<file path="src/rtl/game_cmd_sched_if.sv">
// Player-command bus for game_cmd_sched: event inputs, flow control and queue head outputs.
// master drives events and pop; slave is the scheduler.
`timescale 1ns/1ps
interface game_cmd_sched_if #(
  parameter int unsigned DEPTH = 8
);
  logic                    enable;
  logic                    flush;
  logic [2:0]              level;
  logic [3:0]              btn;
  logic [3:0]              sw_toggle;
  logic                    rx_valid;
  logic [7:0]              rx_byte;
  logic                    pop;
  logic [3:0]              cmd;
  logic                    cmd_valid;
  logic [$clog2(DEPTH):0]  count;
  logic                    overflow;

  modport master (
    output enable, flush, level, btn, sw_toggle, rx_valid, rx_byte, pop,
    input  cmd, cmd_valid, count, overflow
  );

  modport slave (
    input  enable, flush, level, btn, sw_toggle, rx_valid, rx_byte, pop,
    output cmd, cmd_valid, count, overflow
  );
endinterface

</file>
<file path="src/rtl/game_cmd_sched.sv">
// Game command scheduler: buttons, switches, UART (with ANSI arrows) and gravity feed a FWFT queue.
// Define CMD_AUTOREPEAT_EN to build DAS/ARR auto-repeat for the left/right/down buttons.
`timescale 1ns/1ps
module game_cmd_sched #(
  parameter int unsigned DEPTH     = 8,
  parameter int unsigned GRAV_TICK = 50000000,
  parameter int unsigned GRAV_MIN  = 3125000,
  parameter int unsigned DAS_TICK  = 20000000,
  parameter int unsigned ARR_TICK  = 5000000
) (
  input logic             clk,
  input logic             reset_n,
  game_cmd_sched_if.slave bus
);
  localparam int unsigned AW = $clog2(DEPTH);
  localparam int unsigned CW = AW + 1;
  localparam int unsigned NP = 10;

  localparam logic [3:0] CmdNone   = 4'd0;
  localparam logic [3:0] CmdLeft   = 4'd1;
  localparam logic [3:0] CmdRight  = 4'd2;
  localparam logic [3:0] CmdDown   = 4'd3;
  localparam logic [3:0] CmdRotate = 4'd4;
  localparam logic [3:0] CmdRotRev = 4'd5;
  localparam logic [3:0] CmdDrop   = 4'd6;
  localparam logic [3:0] CmdHold   = 4'd7;
  localparam logic [3:0] CmdBar    = 4'd8;

  typedef enum logic [1:0] {StIdle, StEsc, StCsi} esc_e;

  esc_e            esc_q;
  logic [3:0]      btn_q, btn_rise, rpt_fire;
  logic [3:0]      uart_new, uart_code_q, push_code;
  logic [NP-1:0]   pend_q, evt, gnt, taken, keep;
  logic [3:0]      src_code [NP];
  logic            overflow_q, go, push, do_pop, room, grav_fire;
  logic [31:0]     grav_cnt_q, grav_shift, grav_period;
  logic [3:0]      mem_q [DEPTH];
  logic [AW-1:0]   wr_q, rd_q;
  logic [CW-1:0]   count_q;

  function automatic logic [3:0] plain_code(input logic [7:0] b);
    logic [7:0] u;
    u = b & 8'hDF;
    if (b == 8'h20) return CmdDrop;
    case (u)
      8'h41:   return CmdLeft;
      8'h44:   return CmdRight;
      8'h53:   return CmdDown;
      8'h57:   return CmdDrop;
      8'h43:   return CmdHold;
      8'h58:   return CmdRotate;
      8'h5A:   return CmdRotRev;
      8'h42:   return CmdBar;
      default: return CmdNone;
    endcase
  endfunction

  assign go       = bus.enable && !bus.flush;
  assign btn_rise = bus.btn & ~btn_q;

  always_ff @(posedge clk) begin
    if (!reset_n || bus.flush) begin
      esc_q <= StIdle;
    end else if (bus.enable && bus.rx_valid) begin
      case (esc_q)
        StIdle:  if (bus.rx_byte == 8'h1B) esc_q <= StEsc;
        StEsc: begin
          if (bus.rx_byte == 8'h5B)      esc_q <= StCsi;
          else if (bus.rx_byte != 8'h1B) esc_q <= StIdle;
        end
        default: esc_q <= StIdle;
      endcase
    end
  end

  always_comb begin
    uart_new = CmdNone;
    if (bus.rx_valid) begin
      case (esc_q)
        StIdle: if (bus.rx_byte != 8'h1B) uart_new = plain_code(bus.rx_byte);
        StEsc: begin
          if (bus.rx_byte != 8'h1B && bus.rx_byte != 8'h5B) uart_new = plain_code(bus.rx_byte);
        end
        default: begin
          case (bus.rx_byte)
            8'h41:   uart_new = CmdRotate;
            8'h42:   uart_new = CmdDown;
            8'h43:   uart_new = CmdRight;
            8'h44:   uart_new = CmdLeft;
            default: uart_new = CmdNone;
          endcase
        end
      endcase
    end
  end

  // Gravity period shrinks with level but never below GRAV_MIN.
  always_comb begin
    grav_shift  = GRAV_TICK >> bus.level;
    grav_period = (grav_shift < GRAV_MIN) ? GRAV_MIN : grav_shift;
  end
  assign grav_fire = grav_cnt_q >= grav_period - 32'd1;

`ifdef CMD_AUTOREPEAT_EN
  logic [31:0] rpt_cnt_q [4];
  logic [3:0]  rpt_arr_q;

  always_comb begin
    for (int i = 0; i < 4; i++) begin
      rpt_fire[i] = (i != 2) && go && bus.btn[i] && btn_q[i] &&
                    (rpt_cnt_q[i] == (rpt_arr_q[i] ? ARR_TICK - 32'd1 : DAS_TICK - 32'd1));
    end
  end

  always_ff @(posedge clk) begin
    for (int i = 0; i < 4; i++) begin
      if (!reset_n || !go || !(bus.btn[i] && btn_q[i]) || i == 2) begin
        rpt_cnt_q[i] <= '0;
        rpt_arr_q[i] <= 1'b0;
      end else if (rpt_fire[i]) begin
        rpt_cnt_q[i] <= '0;
        rpt_arr_q[i] <= 1'b1;
      end else begin
        rpt_cnt_q[i] <= rpt_cnt_q[i] + 32'd1;
      end
    end
  end
`else
  logic unused_rpt;
  assign unused_rpt = ^{DAS_TICK, ARR_TICK};
  assign rpt_fire   = '0;
`endif

  // Slot 0 has the highest priority: UART, sw0..3, btn0..3, gravity.
  always_comb begin
    evt = '0;
    if (go) evt = {grav_fire, btn_rise | rpt_fire, bus.sw_toggle, uart_new != CmdNone};
  end

  always_comb begin
    src_code[0] = uart_code_q;
    src_code[1] = CmdDrop;
    src_code[2] = CmdHold;
    src_code[3] = CmdRotRev;
    src_code[4] = CmdBar;
    src_code[5] = CmdRight;
    src_code[6] = CmdDown;
    src_code[7] = CmdRotate;
    src_code[8] = CmdLeft;
    src_code[9] = CmdDown;
  end

  always_comb begin
    gnt       = '0;
    push_code = CmdNone;
    for (int i = 0; i < NP; i++) begin
      if (pend_q[i] && gnt == '0) begin
        gnt[i]    = 1'b1;
        push_code = src_code[i];
      end
    end
  end

  assign do_pop = bus.pop && (count_q != '0) && !bus.flush;
  assign room   = (count_q != CW'(DEPTH)) || do_pop;
  assign push   = (gnt != '0) && room && go;
  assign taken  = push ? gnt : '0;
  assign keep   = pend_q & ~taken;

  always_ff @(posedge clk) begin
    if (!reset_n) begin
      pend_q      <= '0;
      overflow_q  <= 1'b0;
      uart_code_q <= CmdNone;
      btn_q       <= '0;
    end else begin
      btn_q <= bus.btn;
      if (bus.flush) begin
        pend_q     <= '0;
        overflow_q <= 1'b0;
      end else if (!bus.enable) begin
        pend_q <= '0;
      end else begin
        pend_q <= keep | evt;
        if (|(keep & evt)) overflow_q <= 1'b1;
        if (evt[0] && !keep[0]) uart_code_q <= uart_new;
      end
    end
  end

  // Gravity's own push must not restart the count, or the period would stretch by one.
  always_ff @(posedge clk) begin
    if (!reset_n || !go) begin
      grav_cnt_q <= '0;
    end else if (grav_fire || (push && push_code == CmdDown && !gnt[9])) begin
      grav_cnt_q <= '0;
    end else begin
      grav_cnt_q <= grav_cnt_q + 32'd1;
    end
  end

  always_ff @(posedge clk) begin
    if (!reset_n || bus.flush) begin
      wr_q    <= '0;
      rd_q    <= '0;
      count_q <= '0;
    end else begin
      if (push)   wr_q <= wr_q + AW'(1);
      if (do_pop) rd_q <= rd_q + AW'(1);
      count_q <= count_q + CW'(push) - CW'(do_pop);
    end
  end

  always_ff @(posedge clk) begin
    if (push) mem_q[wr_q] <= push_code;
  end

  assign bus.cmd       = (count_q != '0) ? mem_q[rd_q] : CmdNone;
  assign bus.cmd_valid = count_q != '0;
  assign bus.count     = count_q;
  assign bus.overflow  = overflow_q;
endmodule
</file>
<file path="src/flat_wrapper.sv">
// flat-port wrapper written by rule: the top's interface ports become plain ports
module game_cmd_sched_flat 
#(
  parameter int unsigned DEPTH     = 8,
  parameter int unsigned GRAV_TICK = 50000000,
  parameter int unsigned GRAV_MIN  = 3125000,
  parameter int unsigned DAS_TICK  = 20000000,
  parameter int unsigned ARR_TICK  = 5000000
)
  (clk, reset_n, bus_enable, bus_flush, bus_level, bus_btn, bus_sw_toggle, bus_rx_valid, bus_rx_byte, bus_pop, bus_cmd, bus_cmd_valid, bus_count, bus_overflow);
  game_cmd_sched_if #(.DEPTH(DEPTH)) bus_i ();
  input logic clk;
  input logic reset_n;
  input wire logic [$bits(bus_i.enable)-1:0] bus_enable;
  input wire logic [$bits(bus_i.flush)-1:0] bus_flush;
  input wire logic [$bits(bus_i.level)-1:0] bus_level;
  input wire logic [$bits(bus_i.btn)-1:0] bus_btn;
  input wire logic [$bits(bus_i.sw_toggle)-1:0] bus_sw_toggle;
  input wire logic [$bits(bus_i.rx_valid)-1:0] bus_rx_valid;
  input wire logic [$bits(bus_i.rx_byte)-1:0] bus_rx_byte;
  input wire logic [$bits(bus_i.pop)-1:0] bus_pop;
  output wire logic [$bits(bus_i.cmd)-1:0] bus_cmd;
  output wire logic [$bits(bus_i.cmd_valid)-1:0] bus_cmd_valid;
  output wire logic [$bits(bus_i.count)-1:0] bus_count;
  output wire logic [$bits(bus_i.overflow)-1:0] bus_overflow;
  assign bus_i.enable = bus_enable;
  assign bus_i.flush = bus_flush;
  assign bus_i.level = bus_level;
  assign bus_i.btn = bus_btn;
  assign bus_i.sw_toggle = bus_sw_toggle;
  assign bus_i.rx_valid = bus_rx_valid;
  assign bus_i.rx_byte = bus_rx_byte;
  assign bus_i.pop = bus_pop;
  assign bus_cmd = bus_i.cmd;
  assign bus_cmd_valid = bus_i.cmd_valid;
  assign bus_count = bus_i.count;
  assign bus_overflow = bus_i.overflow;
  game_cmd_sched #(.DEPTH(DEPTH), .GRAV_TICK(GRAV_TICK), .GRAV_MIN(GRAV_MIN), .DAS_TICK(DAS_TICK), .ARR_TICK(ARR_TICK)) u_core (.clk(clk), .reset_n(reset_n), .bus(bus_i));
endmodule
</file>
<file path="config.mk">
export PLATFORM = sky130hd
export DESIGN_NAME = game_cmd_sched_flat
export DESIGN_NICKNAME = d
export VERILOG_FILES = /design/src/rtl/game_cmd_sched_if.sv /design/src/rtl/game_cmd_sched.sv /design/src/flat_wrapper.sv
export SDC_FILE = /design/constraint.sdc
export NUM_CORES = 1
export LEC_CHECK = 0
export ABC_AREA = 1
export CORE_ASPECT_RATIO = 0.9
export CORE_MARGIN = 1
export CORE_UTILIZATION = 60
export DETAILED_ROUTE_END_ITERATION = 10
export PLACE_DENSITY_LB_ADDON = 0.05
export SKIP_LAST_GASP = 1
export SLEW_MARGIN = 30
export SYNTH_ARGS = -nofsm -noshare
export SYNTH_HDL_FRONTEND = slang
export SYNTH_SLANG_ARGS = --single-unit
</file>
<file path="constraint.sdc">
create_clock -name clk -period 2.7 [get_ports clk]
set_clock_uncertainty 0.15 [all_clocks]
set_input_delay 0.405 -clock clk [delete_from_list [all_inputs] [get_ports clk]]
set_output_delay 0.405 -clock clk [all_outputs]
set_load 0.02 [all_outputs]
</file>
Word-level counts from Yosys, hierarchy flattened
Memory sizes are Yosys's and may differ from the RTL's. A register that Yosys moved wholly into a read port is not among the register bits. Cells that the tools add are included. Widths: inputs -> output; s select.

Register bits: 63. Memory bits (writable): 32. Logic and storage cells: 146. Memories: 1.

Add/sub/neg operators: 6. $lt $le $gt $ge: 2. Equal/unequal tests: 22. Shift operators: 1. Mux-type cells: 48. Bitwise gates (word level): 10. Reductions and logical operators: 47.

Memories: u_core.mem_q (words 8, bits a word 4, rd ports 1, clocked after Yosys merged registers in 1, wr ports 1, line game_cmd_sched.sv:38) `logic [3:0] mem_q [DEPTH];`.

Operator list (number): $mux 4 (17); $eq 7x6->1 const B (8); $eq 8x7->1 const B (5); $add 32x1->32 const B (1); $ge 32x32->1 (1); $lt 32x22->1 const B (1); $mux 32 (1); $pmux 4 s8 (1); $shr 26x3->32 const A (1); $sub 32x1->32 const B (1); $and 10x10->10 (2); $mux 10 (2); $logic_and 1x1->1 (19); $mux 1 (19); $pmux 3 s4 (1); $not 10->10 (1); $or 10x10->10 (1); $reduce_bool 10->1 (1); $reduce_or 10->1 (1); $logic_not 9->1 (1); $eq 8x5->1 const B (1); $eq 8x6->1 const B (1); $logic_not 8->1 (1); $ne 8x5->1 const B (1); other kinds (29) (47).

Logic depth before layout (Yosys ltp)
Gate-level depths: netlist (run 1).

Word-level depth: 37. Mapped depth: 17. Mapped depth without buffers: 17.

Worst setup path before layout (run 1)
No wires, ideal clock.

Path kind: register to register. From: register u_core.count_q[2], in the netlist u_core.bus.count[2]. To: register u_core.count_q[2], in the netlist u_core.bus.count[2]. Library setup time: 0.117 ns. Arrival time: 2.237 ns. Slack: 0.196 ns. Cell stages (with the launch flop): 13. Path buffers: 0. Period minus slack after synthesis: 2.504 ns. Cells stage by stage: dfxtp_1 > inv_1 > ha_1 > nand3_2 > nand3_2 > a21oi_4 > nand2_2 > inv_2 > ha_1 > inv_1 > fa_1 > xor2_1 > nor2_1.

Cells in the longest elaborated chain, start to end: 8. Elaborated cells between the ends (all ways): 9. Those cells by class: 2 x add/sub; 1 x eq/ne; 6 x reduce/logical.

RTL lines: start: declaration (line game_cmd_sched.sv:40) `logic [CW-1:0] count_q;`; start signal: assignment (line game_cmd_sched.sv:211) `count_q <= count_q + CW'(push) - CW'(do_pop);`; $reduce_bool 4->1 (*); named net bus_cmd_valid (line flat_wrapper.sv:23) `output wire logic [$bits(bus_i.cmd_valid)-1:0] bus_cmd_valid;`; $logic_and 1x1->1 (*) (2 in series) (line game_cmd_sched.sv:165) `assign do_pop = bus.pop && (count_q != '0) && !bus.flush;`; $logic_or 1x1->1 (line game_cmd_sched.sv:166) `assign room = (count_q != CW'(DEPTH)) || do_pop;`; $logic_and 1x1->1 (2 in series) (line game_cmd_sched.sv:167) `assign push = (gnt != '0) && room && go;`; $add 4x1->4 (line game_cmd_sched.sv:211); $sub 4x1->4 (*) (line game_cmd_sched.sv:211).

The timed path passes the listed nets; every way through them passes the cells marked *. A chain may end at the register's enable or synchronous reset.

==> reports/qor.yml, run 1 <==
outcome:
  status: "completed"
placement:
  io_buffers: 34
  dp.final_hpwl_um: 9840
  post_dp_cell_area_um2: 6430
  dp_cells: 932
  dp_slack_ps: -378
  globalplace.congestion: 0.939
layout:
  syn_to_final_growth_pct: 18.8
  final_layout_size_suffix_gt1_share_pct: 13.7
  nNetsFinal: 892
  stdcell_area_um2: 6810
  antennaDiodeCount: 0
  mostFrequentLayoutCell: "nand2_1"
  layout_common_cells: "nand2_1, nor2_1, inv_1"
  fillers: 712
  layout.cells.non_filler: 955
synth:
  yosysSeqAreaShare_pct: 39.8
  yosys_warnings: 0
  yosys.cell_types.count: 44
  netlist_area_um2: 5730
  synth-seq-cells: 98
  post_synth.cell_area_avg_um2: 7.65
  synth-edff-count: 32
  netlist_instances: 750
  synth-main-ff-cell: "dfxtp_1"
  synthArstFlopShare_pct: 0
grt:
  grt.total_usage_pct: 26.7
  grt_pass1_wl_um: 20900
  overflow: 0
  antenna_found_initial: 0
  grt_max_degree: 23
  grt_pass1_vias: 4656
power_and_ir_drop:
  ir_worst_vdd_mv: 0.372
  power_density_nw_per_um2: 396
  leakagePower_nw: 3.00
  total_power_w: 0.00270
clock_tree:
  cts_hold_buf: 0
  cts_buffers: 9
  cts_max_path_buffers: 2
  cts_root_buf: "clkbuf_8"
  ctsHtreeMaxLevel: 3
  clk_transition_reported_paths_ps: 100
  clk_latency_ps: 360
  clock-sinks: 98
  cts_tree: "built"
routing:
  vias_per_cell: 5.35
  drt-total-wl_um: 13100
  drt.antenna.violating_nets: 0
  drt-pass1-iter-count: 5
  vias: 5108
  drt_iter0_markers: 349
  wl_per_cell_um: 13.7
  drcViolationCount: 0
floorplanning:
  rows: 33
  core_area_um2: 9210
  io_pins: 35
  die_y_um: 94.7
  initial_core_util_pct: 62.3
  die_w_um: 105
  dieArea_um2: 9950
worst_setup_path:
  cp_common_cell: "o21ai_0"
  r2r_slack_ps: 360
  crit_fanout: 10
  start_kind: "flop"
  slowest_stage: "dfxtp_4"
  r2r_cells: 12
  path_cells: "clkinvlp_4 > buf_4 > o21ai_0 > o22ai_1 > o21ai_0 > a31oi_1 > dlygate4sd2_1"
  worstPathRequired_ps: 2140
  crit_type: "reg2out"
  cp-end-kind: "primary output"
  max_stage_delay_ps: 420
  worstPathArrival_ps: 2020
sta:
  fin_crit_sh_pct: 95.5
  max_freq_mhz: 388
  rsz0062_at_grt: "yes"
  period_needed_ps: 2580
  final_max_slew_viol_count: 0
  setup_viol: 0
  hold_viol: 0
  finalWorstSetupSlack_ps: 122
hold_path:
  hold_path_depth: 2
  hold_path_class: "reg2reg"
run:
  maxCapViolations: 0
-- sequential cells by signal (all words and copies together), names as in the netlist, 3 cells and up, named ones only --
| register | count |
|---|---|
| u_core.pend_q | 10 |
| u_core.btn_q | 4 |
| u_core.grav_cnt_q | 32 |
| u_core.uart_code_q | 4 |
| u_core.wr_q | 3 |
| u_core.mem_q | 32 |
| u_core.bus.count | 4 |
| u_core.rd_q | 3 |
-- worst max-delay path: cells and delay by family, from the launching register on --
family | cells | cell delay, ps
DFF | 1 | 420
AOI/OAI and AO/OA | 4 | 570
buffers and inverters | 3 | 670
-- layer usage --
layer	routed length, µm	vias up	part of all wire, %	GRT usage (%)
met3	881	14	6.7	5.73
met5	0	-	0	0
met2	5870	153	45	42.5
met1	6220	2331	47	36.5
li1	-	2610	-	-
met4	153	0	1.2	8.33
-- cell usage after synthesis, types with 2 or more instances --
| cell type | count | area (µm²) |
|---|---|---|
| xnor2_1 | 3 | 26.3 |
| nand4_4 | 2 | 42.5 |
| nand4_1 | 11 | 68.8 |
| clkbuf_1 | 4 | 15.0 |
| inv_2 | 4 | 15.0 |
| o21ai_0 | 37 | 185 |
| nor2_2 | 8 | 50.1 |
| nand3_2 | 7 | 70.1 |
| nor3_1 | 14 | 70.1 |
| nor2_1 | 122 | 458 |
| a31oi_1 | 5 | 31.3 |
| or2_1 | 5 | 31.3 |
| o211ai_1 | 2 | 15.0 |
| nand2_2 | 2 | 12.5 |
| conb_1 | 2 | 7.51 |
| o22ai_1 | 6 | 37.5 |
| a21oi_1 | 46 | 230 |
| clkinv_1 | 2 | 7.51 |
| nand3b_1 | 4 | 30.0 |
| nand3_1 | 44 | 220 |
| a211oi_1 | 2 | 15.0 |
| edfxtp_1 | 32 | 961 |
| nand4_2 | 3 | 37.5 |
| o21ai_1 | 5 | 25.0 |
| buf_6 | 2 | 22.5 |
| nand2_1 | 124 | 465 |
| dfxtp_1 | 66 | 1320 |
| xor2_1 | 11 | 96.3 |
| nor3_2 | 5 | 50.1 |
| nor2_4 | 7 | 78.8 |
| ha_1 | 38 | 475 |
| inv_1 | 108 | 405 |
| nor4_1 | 2 | 12.5 |
| or2_2 | 5 | 31.3 |
-- final timing paths --
check / from / end
worst max register to register: u_core.pend_q[2] / u_core.bus.count[3]
worst min register to register: u_core.rd_q[2] / flop
worst max-delay path: flop / bus_cmd[1]
worst min-delay path: u_core.rd_q[2] / flop
-- power breakdown --
group	switching (W)	internal, W	total (W)
sequential	0.00000862	0.00153	0.00154
combinational	0.000168	0.000124	0.000292
clock	0.000522	0.000342	0.000864
total	0.000698	0.00200	0.00270
-- cell type report --
cell class                 count  area (µm²)  area share [%]
multi-input combinational    535        3060            45.0
sequential                    98        2290            33.6
timing repair buffer          70         701            10.3
inverter                     114         432            6.34
tap                          122         153            2.24
clock buffer                   9         124            1.82
clock inverter                 7        51.3           0.753
-- repair_timing --
| action | 4_1_cts | 5_1_grt |
|---|---|---|
| gates cloned | 0 | 4 |
| endpoints found under the setup margin | 4 | 38 |
| pin swaps | 0 | 6 |
| gates resized for setup | 5 | 26 |
| buffers inserted | 3 | 0 |
-- metrics by stage --
step | hold WS (ps) | utilization, % | setup TNS [ps]
detailed placement | 317 | 69.8 | -11970
global route | 365 | 74.0 | -42.3
floorplan | 283 | - | 0
global placement | 295 | 69.8 | -9810
CTS | 331 | 72.0 | 0
finish | 329 | 74.0 | 0
-- cell families after synthesis --
kind of cell / Yosys count / synth area share, %
AND/OR/NAND/NOR: 370 / 31.1
AO/OA/AOI/OAI: 105 / 9.82
XOR/XNOR: 14 / 2.14
flip-flops: 98 / 39.8
adder cells (fa/ha/maj): 39 / 8.64
buffers and inverters: 122 / 8.34
other: 2 / 0.131
(Power assumes the default switching activity.)
==> inputs of run 2 (changes only) <==
--- a/config.mk
+++ b/config.mk
@@ -11,6 +11,7 @@
 export CORE_UTILIZATION = 60
 export DETAILED_ROUTE_END_ITERATION = 10
 export PLACE_DENSITY_LB_ADDON = 0.05
+export SKIP_CTS_REPAIR_TIMING = 1
 export SKIP_LAST_GASP = 1
 export SLEW_MARGIN = 30
 export SYNTH_ARGS = -nofsm -noshare
==> run 2 against run 1 <==
Final area shrank 1.2%. Clock power about the same. Non-clock buffer count is 2 lower. Critical path type is now in2reg. Critical endpoint is now u_core.grav_cnt_q[16].
==> reports/qor.yml, run 2 (same netlist as run 1, synthesis figures left out) <==
sta:
  final_max_slew_viol_count: 0  # unchanged
  whs_ps: 328  # -1.05 ps
  hold_viol: 0  # unchanged
  max_freq_mhz: 385  # -0.68%
  fin_crit_sh_pct: 96.1  # +0.66 points
  period_needed_ps: 2600  # +17.7 ps
  tns_ps: 0  # unchanged
  rsz0062_at_grt: "yes"
  setup_viol: 0  # unchanged
worst_setup_path:
  crit_fanout: 6  # -4
  cp_common_cell: "nor3_2"
  crit_type: "in2reg"
  slowest_stage: "clkdlybuf4s50_1"
  start_kind: "input pin"
  worstPathRequired_ps: 2800  # +660 ps
  max_stage_delay_ps: 430  # about the same
  worstPathArrival_ps: 2700  # +680 ps
  cp-end-kind: "flop"
  path_cells: "clkdlybuf4s50_1 > nor2_2 > buf_4 > nor2_1 > ha_1 > nand2_1 > nor3_2 > nand3_1 > nor3_2 > nand3b_1 > nand3_2 > inv_1 > nand3_4 > clkbuf_16 > nor3_2"
floorplanning:
  io_pins: 35  # unchanged
  initial_core_util_pct: 62.3  # unchanged
  rows: 33  # unchanged
  die_w_um: 105  # unchanged
  dieArea_um2: 9950  # unchanged
  core_area_um2: 9210  # unchanged
  die_y_um: 94.7  # unchanged
grt:
  grt.total_usage_pct: 26.6  # -0.061 points
  antenna_found_initial: 0  # unchanged
  overflow: 0  # unchanged
  grt_max_degree: 23  # unchanged
  grt_pass1_wl_um: 20900  # -0.23%
  grt_pass1_vias: 4628  # -0.60%
layout:
  top_regs: "u_core.grav_cnt_q (32), u_core.mem_q (32), u_core.pend_q (10)"
  antennaDiodeCount: 0  # unchanged
  nNetsFinal: 890  # -0.22%
  syn_to_final_growth_pct: 17.3
  layout_common_cells: "nand2_1, nor2_1, inv_1"
  mostFrequentLayoutCell: "nand2_1"
  ff_latch_area_um2: 2290  # unchanged
  final_layout_size_suffix_gt1_share_pct: 12.8  # -0.93 points
  final_core_util_pct: 73.1  # -0.88 points
  fillers: 724  # +1.7%
  multi_input_area_um2: 3030  # -1.1%
  layout.cells.non_filler: 953  # -0.21%
routing:
  drcViolationCount: 0  # unchanged
  drt_iter0_markers: 328  # -6.0%
  vias: 5082  # -0.51%
  vias_per_cell: 5.33  # -0.30%
  drt-total-wl_um: 12800  # -2.1%
  drt.antenna.violating_nets: 0  # unchanged
  wl_per_cell_um: 13.5  # -1.9%
  drt-pass1-iter-count: 6  # +1
clock_tree:
  clk_latency_ps: 360  # about the same
  clk_transition_reported_paths_ps: 100  # about the same
  cts_buffers: 9  # unchanged
  cts_max_path_buffers: 2  # unchanged
  cts_root_buf: "clkbuf_8"
  ctsHtreeMaxLevel: 3  # unchanged
  clock-sinks: 98  # unchanged
  cts_tree: "built"
placement:
  dp.final_hpwl_um: 9840  # unchanged
  dp_cells: 932  # unchanged
  globalplace.congestion: 0.939  # unchanged
  io_buffers: 34  # unchanged
run:
  maxCapViolations: 0  # unchanged
power_and_ir_drop:
  leakagePower_nw: 2.99  # -0.37%
  ir_worst_vdd_mv: 0.366  # -1.5%
  power_density_nw_per_um2: 399  # +0.76%
outcome:
  status: "completed"
hold_path:
  hold_path_class: "reg2reg"
## run 2: cell count changes in the layout (fill, tap and decap cells not counted), sizes merged
cell           previous run  this run
clkbuf                   12        10
dlygate4sd2               2         0
dlymetal6s2s              5         6
clkdlybuf4s50            27        28
## run 2: metrics by stage
stage	setup WS (ps)	cell area [µm²]	power, W
after detailed placement	-378	6430	0.00184
after floorplan	196	5750	0.00172
after global placement	-308	6430	0.00184
final	104	6730	0.00268
after CTS	-225	6600	0.00270
after global routing	-79.2	6730	0.00280
## run 2: power by group
group	switching [W]	internal (W)	total, W
registers	0.00000862	0.00153	0.00154
logic	0.000164	0.000119	0.000282
clock network	0.000519	0.000342	0.000862
## run 2: critical path: cells and delay by family
kind	cells	cell delay, ps
buffers and inverters	4	820
adder cells (fa/ha/maj)	1	270
AND/OR/NAND/NOR	10	1190
## run 2: path summary, 6_finish.rpt
path	start	to	slack (ps)	depth (start not counted)
max	bus_level[1]	u_core.grav_cnt_q[16]	100	15
min	u_core.rd_q[2]	flop	330	2
max reg2reg	u_core.pend_q[2]	u_core.bus.count[3]	380	12
min reg2reg	u_core.rd_q[2]	flop	330	2
## run 2: cell type report
class,count,area share (%)
multi-input combinational,535,45.1
sequential,98,34.0
clock buffer,9,1.84
timing repair buffer,68,9.69
tap,122,2.27
inverter,114,6.42
clock inverter,7,0.762
## run 2: metal layers
layer	GRT usage [%]	part of all wire (%)	wire length, µm	vias to the layer above
met5	0	0	0	-
met4	8.33	1.0	131	0
met3	5.73	7.2	920	15
met2	42.2	45	5800	172
met1	36.5	47	6000	2292
li1	-	-	-	2603
==> inputs of run 3 (changes only) <==
--- a/config.mk
+++ b/config.mk
@@ -9,7 +9,9 @@
 export CORE_ASPECT_RATIO = 0.9
 export CORE_MARGIN = 1
 export CORE_UTILIZATION = 60
+export CTS_CLUSTER_SIZE = 8
 export DETAILED_ROUTE_END_ITERATION = 10
+export HOLD_SLACK_MARGIN = 0.12
 export PLACE_DENSITY_LB_ADDON = 0.05
 export SKIP_CTS_REPAIR_TIMING = 1
 export SKIP_LAST_GASP = 1
==> results of run 3 <==
Same layout as run 2: the final DEF is identical, and so are final timing and power.
